## src/rtl/pcs_64b66b_pkg.sv

```systemverilog
// Shared constants and helpers for the 64b/66b PCS receive path.
// Holds sync header codes, control block types, XGMII control characters,
// the 7-bit control characters carried in idle blocks, and the block-lock
// FSM state type.
package pcs_64b66b_pkg;

  // Sync headers
  localparam logic [1:0] D_HDR    = 2'b10;
  localparam logic [1:0] CTRL_HDR = 2'b01;

  // Control block types
  localparam logic [7:0] BT_IDLE  = 8'h1E;
  localparam logic [7:0] BT_START = 8'h78;
  localparam logic [7:0] BT_SEQ   = 8'h4B;
  localparam logic [7:0] BT_TERM0 = 8'h87;
  localparam logic [7:0] BT_TERM1 = 8'h99;
  localparam logic [7:0] BT_TERM2 = 8'hAA;
  localparam logic [7:0] BT_TERM3 = 8'hB4;
  localparam logic [7:0] BT_TERM4 = 8'hCC;
  localparam logic [7:0] BT_TERM5 = 8'hD2;
  localparam logic [7:0] BT_TERM6 = 8'hE1;
  localparam logic [7:0] BT_TERM7 = 8'hFF;

  // XGMII control characters
  localparam logic [7:0] XG_IDLE  = 8'h07;
  localparam logic [7:0] XG_LPI   = 8'h06;
  localparam logic [7:0] XG_START = 8'hFB;
  localparam logic [7:0] XG_TERM  = 8'hFD;
  localparam logic [7:0] XG_ERROR = 8'hFE;
  localparam logic [7:0] XG_SEQ   = 8'h9C;

  // 7-bit control characters inside idle blocks
  localparam logic [6:0] C7_IDLE  = 7'h00;
  localparam logic [6:0] C7_LPI   = 7'h06;
  localparam logic [6:0] C7_ERROR = 7'h1E;

  typedef enum logic [1:0] {
    LK_HUNT,
    LK_SLIP_WT,
    LK_LOCKED
  } lock_state_e;

  function automatic logic hdr_is_valid(input logic [1:0] hdr);
    return (hdr == D_HDR) || (hdr == CTRL_HDR);
  endfunction

  // Number of data octets preceding /T/ for a terminate block type;
  // 8 means the type is not a terminate.
  function automatic int unsigned term_len(input logic [7:0] bt);
    case (bt)
      BT_TERM0: return 0;
      BT_TERM1: return 1;
      BT_TERM2: return 2;
      BT_TERM3: return 3;
      BT_TERM4: return 4;
      BT_TERM5: return 5;
      BT_TERM6: return 6;
      BT_TERM7: return 7;
      default:  return 8;
    endcase
  endfunction

endpackage

```

## src/rtl/pcs_block_lock.sv

```systemverilog
// Block-lock acquisition and monitoring on 64b/66b sync headers.
// Ports:
//   clk, rst        receive clock, async active-high reset
//   blk_valid       a block is accepted this cycle
//   sync_hdr        sync header of the accepted block
//   block_lock      high while in the LOCKED state
//   slip            one-cycle bit-slip request to the gearbox
module pcs_block_lock
  import pcs_64b66b_pkg::*;
#(
  parameter int unsigned LOCK_CNT   = 64,
  parameter int unsigned WINDOW     = 64,
  parameter int unsigned BAD_SH_MAX = 16,
  parameter int unsigned SLIP_WAIT  = 32
) (
  input  logic       clk,
  input  logic       rst,
  input  logic       blk_valid,
  input  logic [1:0] sync_hdr,
  output logic       block_lock,
  output logic       slip
);

  localparam int unsigned SH_W  = $clog2(LOCK_CNT + 1);
  localparam int unsigned WIN_W = $clog2(WINDOW + 1);
  localparam int unsigned BAD_W = $clog2(BAD_SH_MAX + 1);
  localparam int unsigned SW_W  = $clog2(SLIP_WAIT + 1);

  lock_state_e      state_q, state_d;
  logic [SH_W-1:0]  sh_cnt_q, sh_cnt_d;
  logic [WIN_W-1:0] win_cnt_q, win_cnt_d;
  logic [BAD_W-1:0] bad_cnt_q, bad_cnt_d;
  logic [SW_W-1:0]  slip_cnt_q, slip_cnt_d;
  logic             block_lock_q, block_lock_d;
  logic             slip_q, slip_d;
  logic             hdr_ok;

  assign hdr_ok     = hdr_is_valid(sync_hdr);
  assign block_lock = block_lock_q;
  assign slip       = slip_q;

  // Counters are compared against THRESHOLD-1 on the current value so the
  // transition happens on the block that makes the count reach THRESHOLD.
  always_comb begin
    state_d      = state_q;
    sh_cnt_d     = sh_cnt_q;
    win_cnt_d    = win_cnt_q;
    bad_cnt_d    = bad_cnt_q;
    slip_cnt_d   = slip_cnt_q;
    block_lock_d = block_lock_q;
    slip_d       = 1'b0;   // SLIP always falls after one cycle
    if (blk_valid) begin
      case (state_q)
        LK_HUNT: begin
          if (hdr_ok) begin
            if (sh_cnt_q == SH_W'(LOCK_CNT - 1)) begin
              state_d      = LK_LOCKED;
              block_lock_d = 1'b1;
              sh_cnt_d     = '0;
              win_cnt_d    = '0;
              bad_cnt_d    = '0;
            end else begin
              sh_cnt_d = sh_cnt_q + 1'b1;
            end
          end else begin
            state_d    = LK_SLIP_WT;
            slip_d     = 1'b1;
            sh_cnt_d   = '0;
            slip_cnt_d = '0;
          end
        end
        LK_SLIP_WT: begin
          if (slip_cnt_q == SW_W'(SLIP_WAIT - 1)) begin
            state_d    = LK_HUNT;
            slip_cnt_d = '0;
          end else begin
            slip_cnt_d = slip_cnt_q + 1'b1;
          end
        end
        LK_LOCKED: begin
          // Loss of lock takes priority over the window wrap.
          if (!hdr_ok && bad_cnt_q == BAD_W'(BAD_SH_MAX - 1)) begin
            state_d      = LK_HUNT;
            block_lock_d = 1'b0;
            slip_d       = 1'b1;
            sh_cnt_d     = '0;
            win_cnt_d    = '0;
            bad_cnt_d    = '0;
          end else if (win_cnt_q == WIN_W'(WINDOW - 1)) begin
            win_cnt_d = '0;
            bad_cnt_d = '0;
          end else begin
            win_cnt_d = win_cnt_q + 1'b1;
            if (!hdr_ok) begin
              bad_cnt_d = bad_cnt_q + 1'b1;
            end
          end
        end
        default: begin
          state_d = LK_HUNT;
        end
      endcase
    end
  end

  always_ff @(posedge clk or posedge rst) begin
    if (rst) begin
      state_q      <= LK_HUNT;
      sh_cnt_q     <= '0;
      win_cnt_q    <= '0;
      bad_cnt_q    <= '0;
      slip_cnt_q   <= '0;
      block_lock_q <= 1'b0;
      slip_q       <= 1'b0;
    end else begin
      state_q      <= state_d;
      sh_cnt_q     <= sh_cnt_d;
      win_cnt_q    <= win_cnt_d;
      bad_cnt_q    <= bad_cnt_d;
      slip_cnt_q   <= slip_cnt_d;
      block_lock_q <= block_lock_d;
      slip_q       <= slip_d;
    end
  end

endmodule

```

## src/rtl/pcs_rx_decoder.sv

```systemverilog
// Single-lane 64b/66b receive PCS decoder.
// Ports:
//   RX_CLK, RST       receive clock, async active-high reset
//   RX_BLOCK          66-bit descrambled block ([1:0] header, [9:2] type)
//   RX_BLOCK_VALID    RX_BLOCK is accepted this cycle
//   RXD, RX_C         decoded XGMII octets and per-lane control flags
//   RX_VALID          one-cycle strobe per accepted block
//   BLOCK_LOCK        block lock achieved
//   SLIP              one-cycle bit-slip request to the gearbox
//   ERR_CNT           saturating count of errored blocks while locked
module pcs_rx_decoder
  import pcs_64b66b_pkg::*;
#(
  parameter int unsigned LOCK_CNT   = 64,
  parameter int unsigned WINDOW     = 64,
  parameter int unsigned BAD_SH_MAX = 16,
  parameter int unsigned SLIP_WAIT  = 32
) (
  input  logic        RX_CLK,
  input  logic        RST,
  input  logic [65:0] RX_BLOCK,
  input  logic        RX_BLOCK_VALID,
  output logic [63:0] RXD,
  output logic [7:0]  RX_C,
  output logic        RX_VALID,
  output logic        BLOCK_LOCK,
  output logic        SLIP,
  output logic [15:0] ERR_CNT
);

  logic        block_lock;
  logic [63:0] rxd_q, rxd_d;
  logic [7:0]  rx_c_q, rx_c_d;
  logic        rx_valid_q, rx_valid_d;
  logic [15:0] err_cnt_q, err_cnt_d;

  logic [63:0] dec_data;
  logic [7:0]  dec_ctrl;
  logic        dec_err;
  logic [6:0]  c7;
  logic [63:0] pay_ext;
  int unsigned t_n;

  pcs_block_lock #(
    .LOCK_CNT  (LOCK_CNT),
    .WINDOW    (WINDOW),
    .BAD_SH_MAX(BAD_SH_MAX),
    .SLIP_WAIT (SLIP_WAIT)
  ) u_lock (
    .clk       (RX_CLK),
    .rst       (RST),
    .blk_valid (RX_BLOCK_VALID),
    .sync_hdr  (RX_BLOCK[1:0]),
    .block_lock(block_lock),
    .slip      (SLIP)
  );

  // Payload zero-extended to 64 bits so octet selects never run off the end.
  assign pay_ext = {8'h00, RX_BLOCK[65:10]};

  always_comb begin
    dec_data = {8{XG_ERROR}};
    dec_ctrl = '1;
    dec_err  = 1'b0;
    c7       = '0;
    t_n      = term_len(RX_BLOCK[9:2]);
    if (RX_BLOCK[1:0] == D_HDR) begin
      dec_data = RX_BLOCK[65:2];
      dec_ctrl = '0;
    end else if (RX_BLOCK[1:0] == CTRL_HDR) begin
      case (RX_BLOCK[9:2])
        BT_IDLE: begin
          for (int unsigned k = 0; k < 8; k++) begin
            c7 = RX_BLOCK[10 + 7*k +: 7];
            case (c7)
              C7_IDLE:  dec_data[8*k +: 8] = XG_IDLE;
              C7_LPI:   dec_data[8*k +: 8] = XG_LPI;
              C7_ERROR: dec_data[8*k +: 8] = XG_ERROR;
              default: begin
                dec_data[8*k +: 8] = XG_ERROR;
                dec_err            = 1'b1;
              end
            endcase
          end
          dec_ctrl = '1;
        end
        BT_START: begin
          dec_data = {RX_BLOCK[65:10], XG_START};
          dec_ctrl = 8'h01;
        end
        BT_SEQ: begin
          dec_data = {32'h0, RX_BLOCK[33:10], XG_SEQ};
          dec_ctrl = 8'h01;
        end
        default: begin
          if (t_n < 8) begin
            for (int unsigned k = 0; k < 8; k++) begin
              if (k < t_n) begin
                dec_data[8*k +: 8] = pay_ext[8*k +: 8];
              end else if (k == t_n) begin
                dec_data[8*k +: 8] = XG_TERM;
              end else begin
                dec_data[8*k +: 8] = XG_IDLE;
              end
            end
            dec_ctrl = 8'hFF << t_n;
          end else begin
            dec_err = 1'b1;
          end
        end
      endcase
    end else begin
      dec_err = 1'b1;
    end
  end

  always_comb begin
    rxd_d      = rxd_q;
    rx_c_d     = rx_c_q;
    rx_valid_d = 1'b0;
    err_cnt_d  = err_cnt_q;
    if (RX_BLOCK_VALID) begin
      rx_valid_d = 1'b1;
      if (block_lock) begin
        rxd_d  = dec_data;
        rx_c_d = dec_ctrl;
        if (dec_err && err_cnt_q != '1) begin
          err_cnt_d = err_cnt_q + 16'd1;
        end
      end else begin
        rxd_d  = {8{XG_ERROR}};
        rx_c_d = '1;
      end
    end
  end

  always_ff @(posedge RX_CLK or posedge RST) begin
    if (RST) begin
      rxd_q      <= '0;
      rx_c_q     <= '0;
      rx_valid_q <= 1'b0;
      err_cnt_q  <= '0;
    end else begin
      rxd_q      <= rxd_d;
      rx_c_q     <= rx_c_d;
      rx_valid_q <= rx_valid_d;
      err_cnt_q  <= err_cnt_d;
    end
  end

  assign RXD        = rxd_q;
  assign RX_C       = rx_c_q;
  assign RX_VALID   = rx_valid_q;
  assign BLOCK_LOCK = block_lock;
  assign ERR_CNT    = err_cnt_q;

endmodule

```

## config.mk

```make
export PLATFORM = sky130hd
export DESIGN_NAME = pcs_rx_decoder
export DESIGN_NICKNAME = d
export VERILOG_FILES = /design/src/rtl/pcs_64b66b_pkg.sv /design/src/rtl/pcs_block_lock.sv /design/src/rtl/pcs_rx_decoder.sv
export SDC_FILE = /design/constraint.sdc
export NUM_CORES = 1
export LEC_CHECK = 0
export BUFFER_PORTS_ARGS = -buffer_cell sky130_fd_sc_hd__buf_2
export CORE_UTILIZATION = 55
export DETAILED_ROUTE_END_ITERATION = 8
export PLACE_DENSITY_LB_ADDON = 0.12
export REMOVE_ABC_BUFFERS = 1
export SLEW_MARGIN = 20
export SYNTH_ARGS = -nofsm -noshare
export SYNTH_HDL_FRONTEND = slang
export SYNTH_SLANG_ARGS = --single-unit
```

## constraint.sdc

```tcl
create_clock -name RX_CLK -period 5.38 [get_ports RX_CLK]
set_input_delay 1.076 -clock RX_CLK [delete_from_list [all_inputs] [get_ports RX_CLK]]
set_output_delay 1.076 -clock RX_CLK [all_outputs]
set_load 0.02 [all_outputs]
```

==> results of run 1 <==
[worst paths after layout]
kind,startpoint,end,slack (ps)
min in group asynchronous,RST,ERR_CNT[2]$_DFFE_PP0P_,860
min,RX_C[1]$_DFFE_PP0P_,RX_C[1]$_DFFE_PP0P_,470
max reg2reg,u_lock.sh_cnt_q[0]$_DFFE_PP0P_,u_lock.bad_cnt_q[2]$_DFFE_PP0P_,2950
max,RX_BLOCK[6],ERR_CNT[1]$_DFFE_PP0P_,1940
min reg2reg,RX_C[1]$_DFFE_PP0P_,RX_C[1]$_DFFE_PP0P_,470
max in group asynchronous,RST,RXD[58]$_DFFE_PP0P_,3410
[sequential cells by signal (all words and copies together) (netlist names)]
name	cells
RXD	64
ERR_CNT	16
RX_C	8
u_lock.sh_cnt_q	7
u_lock.win_cnt_q	7
u_lock.slip_cnt_q	6
u_lock.bad_cnt_q	5
u_lock.state_q	2
RX_VALID	1
u_lock.block_lock	1
u_lock.slip	1
[area by class of cell]
class,count,area share
clock inverter,14,0.0235
clock buffer,18,0.0510
sequential,118,0.351
tap,168,0.0250
inverter,19,0.00876
multi-input combinational,595,0.442
timing repair buffer,164,0.0989
[power by group through the flow]
| stage | registers, W | logic [W] | clock network [W] |
|---|---|---|---|
| 2_1_floorplan | 0.00116 | 0.000265 | 0 |
| 3_3_place_gp | 0.00110 | 0.000534 | 0 |
| 5_1_grt | 0.00111 | 0.000617 | 0.00126 |
| 4_1_cts | 0.00110 | 0.000557 | 0.00123 |
| 3_5_place_dp | 0.00111 | 0.000554 | 0 |
| 6_report | 0.00110 | 0.000561 | 0.00123 |
[logic make-up (layout without fill, tap and decap cells)]
logic type / count (synthesis) / in the layout
XOR/XNOR: 27 / 27
AND/OR/NAND/NOR: 273 / 273
multiplexers: 2 / 2
AO/OA/AOI/OAI: 285 / 285
flip-flops: 118 / 118
buffers and inverters: 63 / 215
adder cells (fa/ha/maj): 8 / 8
[worst register-to-register path: stages, from the launching register on]
cell and delay (ps):
dfrtp_1 390, ha_1 210, nand3_1 160, nor4_1 480, o21a_1 410, o31ai_1 270
nor2_1 180, xnor2_1 140, a21oi_1 50
[per-layer routing]
layer  routed length [um]  part of all wire
met4                  701             0.031
met5                   13           0.00057
met3                 2300              0.10
met1                 9430              0.42
met2                10200              0.45
[through the flow]
stage	util	instance area [um2]	cells
after floorplan	-	6750	732
after global placement	0.641	7800	1064
after detailed placement	0.641	7800	1064
after CTS	0.693	8420	1096
after global routing	0.693	8420	1096
final	0.693	8420	1096
[synth_stat cells (4+ instances only)]
cell type  count  area share
dfrtp_1      118        0.42
or2_2          4      0.0036
nand4bb_1      5      0.0081
buf_4          4      0.0043
clkbuf_1      28       0.015
a31oi_1       20       0.018
a21o_1         7      0.0076
a21oi_1       63       0.045
ha_1           8       0.014
a221oi_1       5      0.0063
nand2_1       73       0.039
and3_1         6      0.0054
nor3b_1        4      0.0043
nand4_1       12       0.011
o31ai_1        7      0.0076
o21a_1         7      0.0076
o31a_1         7      0.0088
o22ai_1       44       0.040
xor2_1        17       0.021
a22oi_1       23       0.025
nor3_1        24       0.017
nor4_1        11      0.0099
and2_1         5      0.0045
nand2b_1       8      0.0072
xnor2_1        9       0.011
o32ai_1        6      0.0076
or4_1          4      0.0043
nor2_1        65       0.035
o21ai_0       53       0.038
inv_1         18      0.0097
buf_2          9      0.0065
nand3_1       24       0.017
==> results.ini, run 1 <==
[die]
die-area_um2 = 13100
die_w_um = 114
ios = 160
std_cell_rows = 40
fp.dieH_um = 114
start_util = 0.571
coreArea_um2 = 12200

[timing]
setup_viol = 0
max_freq_mhz = 291
finClkSkew_ps = 7.40
worst_slew_pin_slew_ps = 1120
rsz0062_at_grt = false
fin_ws_ps = 1940
fin_crit_sh = 0.639
whs_ps = 471
drv_slew = 0
finalHoldViolCount = 0
min_period_ps = 3440
fin_tns_setup_ps = 0
slew_headroom = 0.251

[critical_path]
criticalPathCategory = in -> reg
worstSetupPathDepth = 7
crit_path_max_incr_delay_ps = 920
path_buf_inv = 1
start_kind = primary input
cp.required_ps = 5690
critPathMaxFanout = 16
slowest_stage = o41ai_4
cp_top_family = compound AO/OA/AOI/OAI gates
worstSetupEndpointType = register
worstPathArrival_ps = 3750
reg2reg_depth = 8
crit_chain = buf_2 -> nor4bb_1 -> a31oi_1 -> o41ai_4 -> o31ai_4 -> o21ai_4 -> mux2_1

[synth]
avgSynthCellArea_um2 = 8.96
yosysSeqAreaShare = 0.425
synth_edf_count = 0
yosysWarnings = 0
syn_area_um2 = 6950
synth_top_family_by_area = compound AO/OA/AOI/OAI gates
syn-instance-count = 776
synth_compound_area_frac = 0.276
synth-async-reset-ratio = 1.00
synth_flop_cell = dfrtp_1
synth_cell_types = 83
synthXorXnorAreaFrac = 0.0351
yosys.area_share.adder = 0.0144
ys_ff_latch = 118
synth.area.mux_share = 0.00306
synth-simple-area-share = 0.208

[power]
power_w = 0.00289
clkPwrFrac = 0.426
ir_drop_mv = 0.226
p_sw_frac = 0.319
internal_power_w = 0.00197
leakage_nw = 3.44
p_sw_w = 0.000922
powerDensity_nw_per_um2 = 343
p_comb_frac = 0.194
seqPwrFrac = 0.380

[cts]
post_cts_buffers = 0
clkSinkCount = 118
cts-root-buf = clkbuf_16
cts_buffers = 17
clkLatencyLatePin_ps = 430
cts_resized = 0
cts_tree = yes
path_clk_slew_ps = 60
ctsHoldBuffers = 0
cts_buffer_depth = 2
htreeDepth = 4

[run_status]
status = finished clean

[placed_design]
finalWeightedCongestion = 0.933
io_buffer_count = 159
dp_hpwl_um = 16300
dpl_worst_slack_ps = 1550

[layout]
nNetsFinal = 992
drive_gt1_frac = 0.241
syn2layout_area_growth_pct = 21.2
final_common_cell = buf_2
seq_area_um2 = 2950
multiInputGateArea_um2 = 3730
antenna_cells = 0
layout_common_cells = buf_2, dfrtp_1, nand2_1, nor2_1, a21oi_1
fillers = 985

[routing]
drc_errors = 0
drt-total-wl_um = 22600
vias_per_cell = 6.62
wl_per_cell_um = 20.6
num_vias = 7259
ant_nets = 0
drt-pass1-iter-count = 6
drtIter0Drc = 738

[grt]
grt-busiest-layer = met2
grtUsageMet1 = 0.480
grt_usage = 0.356
grt_pass1_wl_um = 35700
grt_max_degree = 76
grt-ovfl-total = 0
grt_pass1_vias = 6769
met3_usage = 0.0942
antenna_found_initial = 2
met2_usage = 0.542

[min_path]
min_path_type = reg -> reg
holdPathStages = 1

[job]
maxCapViolCount = 0

Note: power is estimated with default switching activity, not from simulation.
==> inputs of run 2 (changes only) <==
CORE_UTILIZATION = 50   (was 55)
clock period = 3 ns   (was 5.38 ns; I/O delays follow)
==> run 2 against run 1 <==
Effect of this change:
- via count rose by 0.22%
- sequential power rose by 79%
- global-route usage fell by 1.0 points
- utilization fell by 4.4 points
- routed wire length rose by 5.3%
- clock skew barely moved
- final area rose by 3.3%
- register-to-register slack got worse by 2600 ps
- die area rose by 9.8%
- setup slack got worse by 1600 ps
- first-iteration DRC count rose by 6.9%
- sequential share of layout area fell by 1.1 points
- largest cell class unchanged
- largest power group unchanged
==> results.ini, run 2 (synthesis gave the netlist of run 1 again) <==
[routing]
num_vias = 7275  ; +0.22%
wl_per_cell_um = 21.0  ; +1.7%
wl_met1_um = 10100  ; +6.8%
drtIter0Drc = 789  ; +6.9%
top_layer = met4
ant_nets = 0  ; unchanged
drt-pass1-iter-count = 6  ; unchanged
drc_errors = 0  ; unchanged
vias_per_cell = 6.42  ; -3.1%
met2_length_um = 10800  ; +6.1%
drt-total-wl_um = 23800  ; +5.3%
met3_length_um = 2160  ; -6.1%

[timing]
rsz0062_at_grt = false
drv_slew = 0  ; unchanged
fin_crit_sh = 0.875
max_freq_mhz = 381
finClkSkew_ps = 7.02  ; -0.382 ps
slew_headroom = 0.410  ; +0.159
finalHoldViolCount = 0  ; unchanged
worst_slew_pin_slew_ps = 877  ; -243 ps
min_period_ps = 2630
setup_viol = 0  ; unchanged

[layout]
layout_common_cells = buf_2, dfrtp_1, nand2_1, nor2_1, a21oi_1
postLayoutCellArea_um2 = 8700  ; +3.3%
syn2layout_area_growth_pct = 25.2
nNetsFinal = 1022  ; +3.0%
multiInputGateArea_um2 = 3730  ; unchanged
fillers = 1144  ; +16%
final_common_cell = buf_2
largest_reg_flops = 64  ; unchanged
seq_area_um2 = 2950  ; unchanged
antenna_cells = 0  ; unchanged
drive_gt1_frac = 0.266  ; +0.0248
final_cells = 1134  ; +3.5%

[cts]
clkSinkCount = 118  ; unchanged
cts-root-buf = clkbuf_16
cts_tree = yes
clkLatencyLatePin_ps = 420  ; about the same
ctsHoldBuffers = 0  ; unchanged
htreeDepth = 4  ; unchanged
post_cts_buffers = 0  ; unchanged
cts_resized = 0  ; unchanged
cts_buffers = 17  ; unchanged
cts_buffer_depth = 2  ; unchanged
path_clk_slew_ps = 60  ; about the same

[grt]
grt-ovfl-total = 0  ; unchanged
grt_max_degree = 78  ; +2.6%
antenna_found_initial = 0  ; -2
grt_pass1_wl_um = 38000  ; +6.5%
grt_usage = 0.346  ; -0.0103
grt_pass1_vias = 6943  ; +2.6%

[placed_design]
dp_hpwl_um = 17400  ; +6.9%
finalWeightedCongestion = 0.946  ; +1.4%
dpl.cell_count = 1102  ; +3.6%
placed_cell_area_um2 = 8060  ; +3.3%
io_buffer_count = 159  ; unchanged

[critical_path]
criticalPathCategory = reg -> reg
crit_top_cell = nand2_1
cp_top_family = simple AND/OR/NAND/NOR gates
cp.required_ps = 3360  ; -2330 ps
start_kind = register
critPathMaxFanout = 7  ; -9
worstSetupEndpointType = register
crit_path_max_incr_delay_ps = 530  ; -390 ps
path_buf_inv = 0  ; -1
worstPathArrival_ps = 2980  ; -770 ps
slowest_stage = or2_0
crit_chain = nand2_1 -> nor2_1 -> nand2_1 -> or2_0 -> a221oi_1 -> a221o_1

[die]
die-area_um2 = 14400  ; +9.8%
ios = 160  ; unchanged
die_w_um = 120  ; +4.8%
start_util = 0.519  ; -0.0528
std_cell_rows = 42  ; +5.0%
coreArea_um2 = 13400  ; +10%
fp.dieH_um = 120  ; +4.8%

[run_status]
status = finished clean

[power]
clkPwrFrac = 0.426  ; about the same
internal_power_w = 0.00360  ; +83%
ir_drop_mv = 0.475  ; +110%
seqPwrFrac = 0.377  ; -0.003
p_sw_w = 0.00163  ; +76%
powerDensity_nw_per_um2 = 601  ; +75%
power_w = 0.00522  ; +81%
p_sw_frac = 0.311  ; -0.00804
leakage_nw = 3.60  ; +4.7%
p_comb_frac = 0.197  ; +0.003

[min_path]
min_path_type = in -> async

[job]
maxCapViolCount = 0  ; unchanged

run 2: changes by cell type in the layout (fill, tap and decap cells not counted):
cell	previous run	this run
clkbuf_8	0	3
buf_4	5	33
clkinv_4	2	0
clkinv_2	2	3
buf_12	0	2
clkinvlp_4	2	4
clkbuf_1	1	0
inv_6	4	1
run 2: final cells by class:
type / instances / area share
Inverter: 19 / 0.00849
Timing Repair Buffer: 194 / 0.125
Clock inverter: 12 / 0.0200
Clock buffer: 20 / 0.0537
Tap cell: 176 / 0.0253
Multi-Input combinational cell: 595 / 0.428
Sequential cell: 118 / 0.340
run 2: power by group through the flow:
stage | Combinational, W | Clock (W) | Sequential [W]
final | 0.00103 | 0.00222 | 0.00197
after global routing | 0.00113 | 0.00230 | 0.00200
after CTS | 0.00103 | 0.00224 | 0.00197
after detailed placement | 0.00102 | 0 | 0.00199
after global placement | 0.000991 | 0 | 0.00198
after floorplan | 0.000475 | 0 | 0.00209
run 2: worst min-delay path, stage by stage:
cell and delay (ps):
buf_2 110, inv_4 60, buf_12 350
run 2: per-stage QoR:
stage	hold slack [ps]	setup TNS, ps	setup slack, ps	util
finish	274	0	375	0.649
global route	300	0	310	0.649
CTS	283	0	420	0.649
detailed placement	467	0	125	0.601
global placement	461	0	149	0.601
floorplan	449	-86040	-729	-
run 2: path summary, 6_finish.rpt:
kind / start / endpoint / slack, ps / depth (start not counted)
worst min register to register: RX_C[5]$_DFFE_PP0P_ / RX_C[5]$_DFFE_PP0P_ / 480 / 1
worst min-delay path: RST / u_lock.slip_cnt_q[2]$_DFFE_PP0P_ / 270 / 3
min in group RX_CLK: RX_BLOCK[64] / RXD[62]$_DFFE_PP0P_ / 440 / 3
worst max-delay path: u_lock.block_lock$_DFFE_PP0P_ / RXD[16]$_DFFE_PP0P_ / 370 / 6
max in group asynchronous: RST / RXD[57]$_DFFE_PP0P_ / 2300 / 3
worst max register to register: u_lock.block_lock$_DFFE_PP0P_ / RXD[16]$_DFFE_PP0P_ / 370 / 6
run 2: metal layers:
layer / up-vias / global-route usage
li1: 3281 / -
met1: 3510 / 0.480
met2: 423 / 0.524
met3: 61 / 0.0646
met4: 0 / 0.159
met5: - / 0
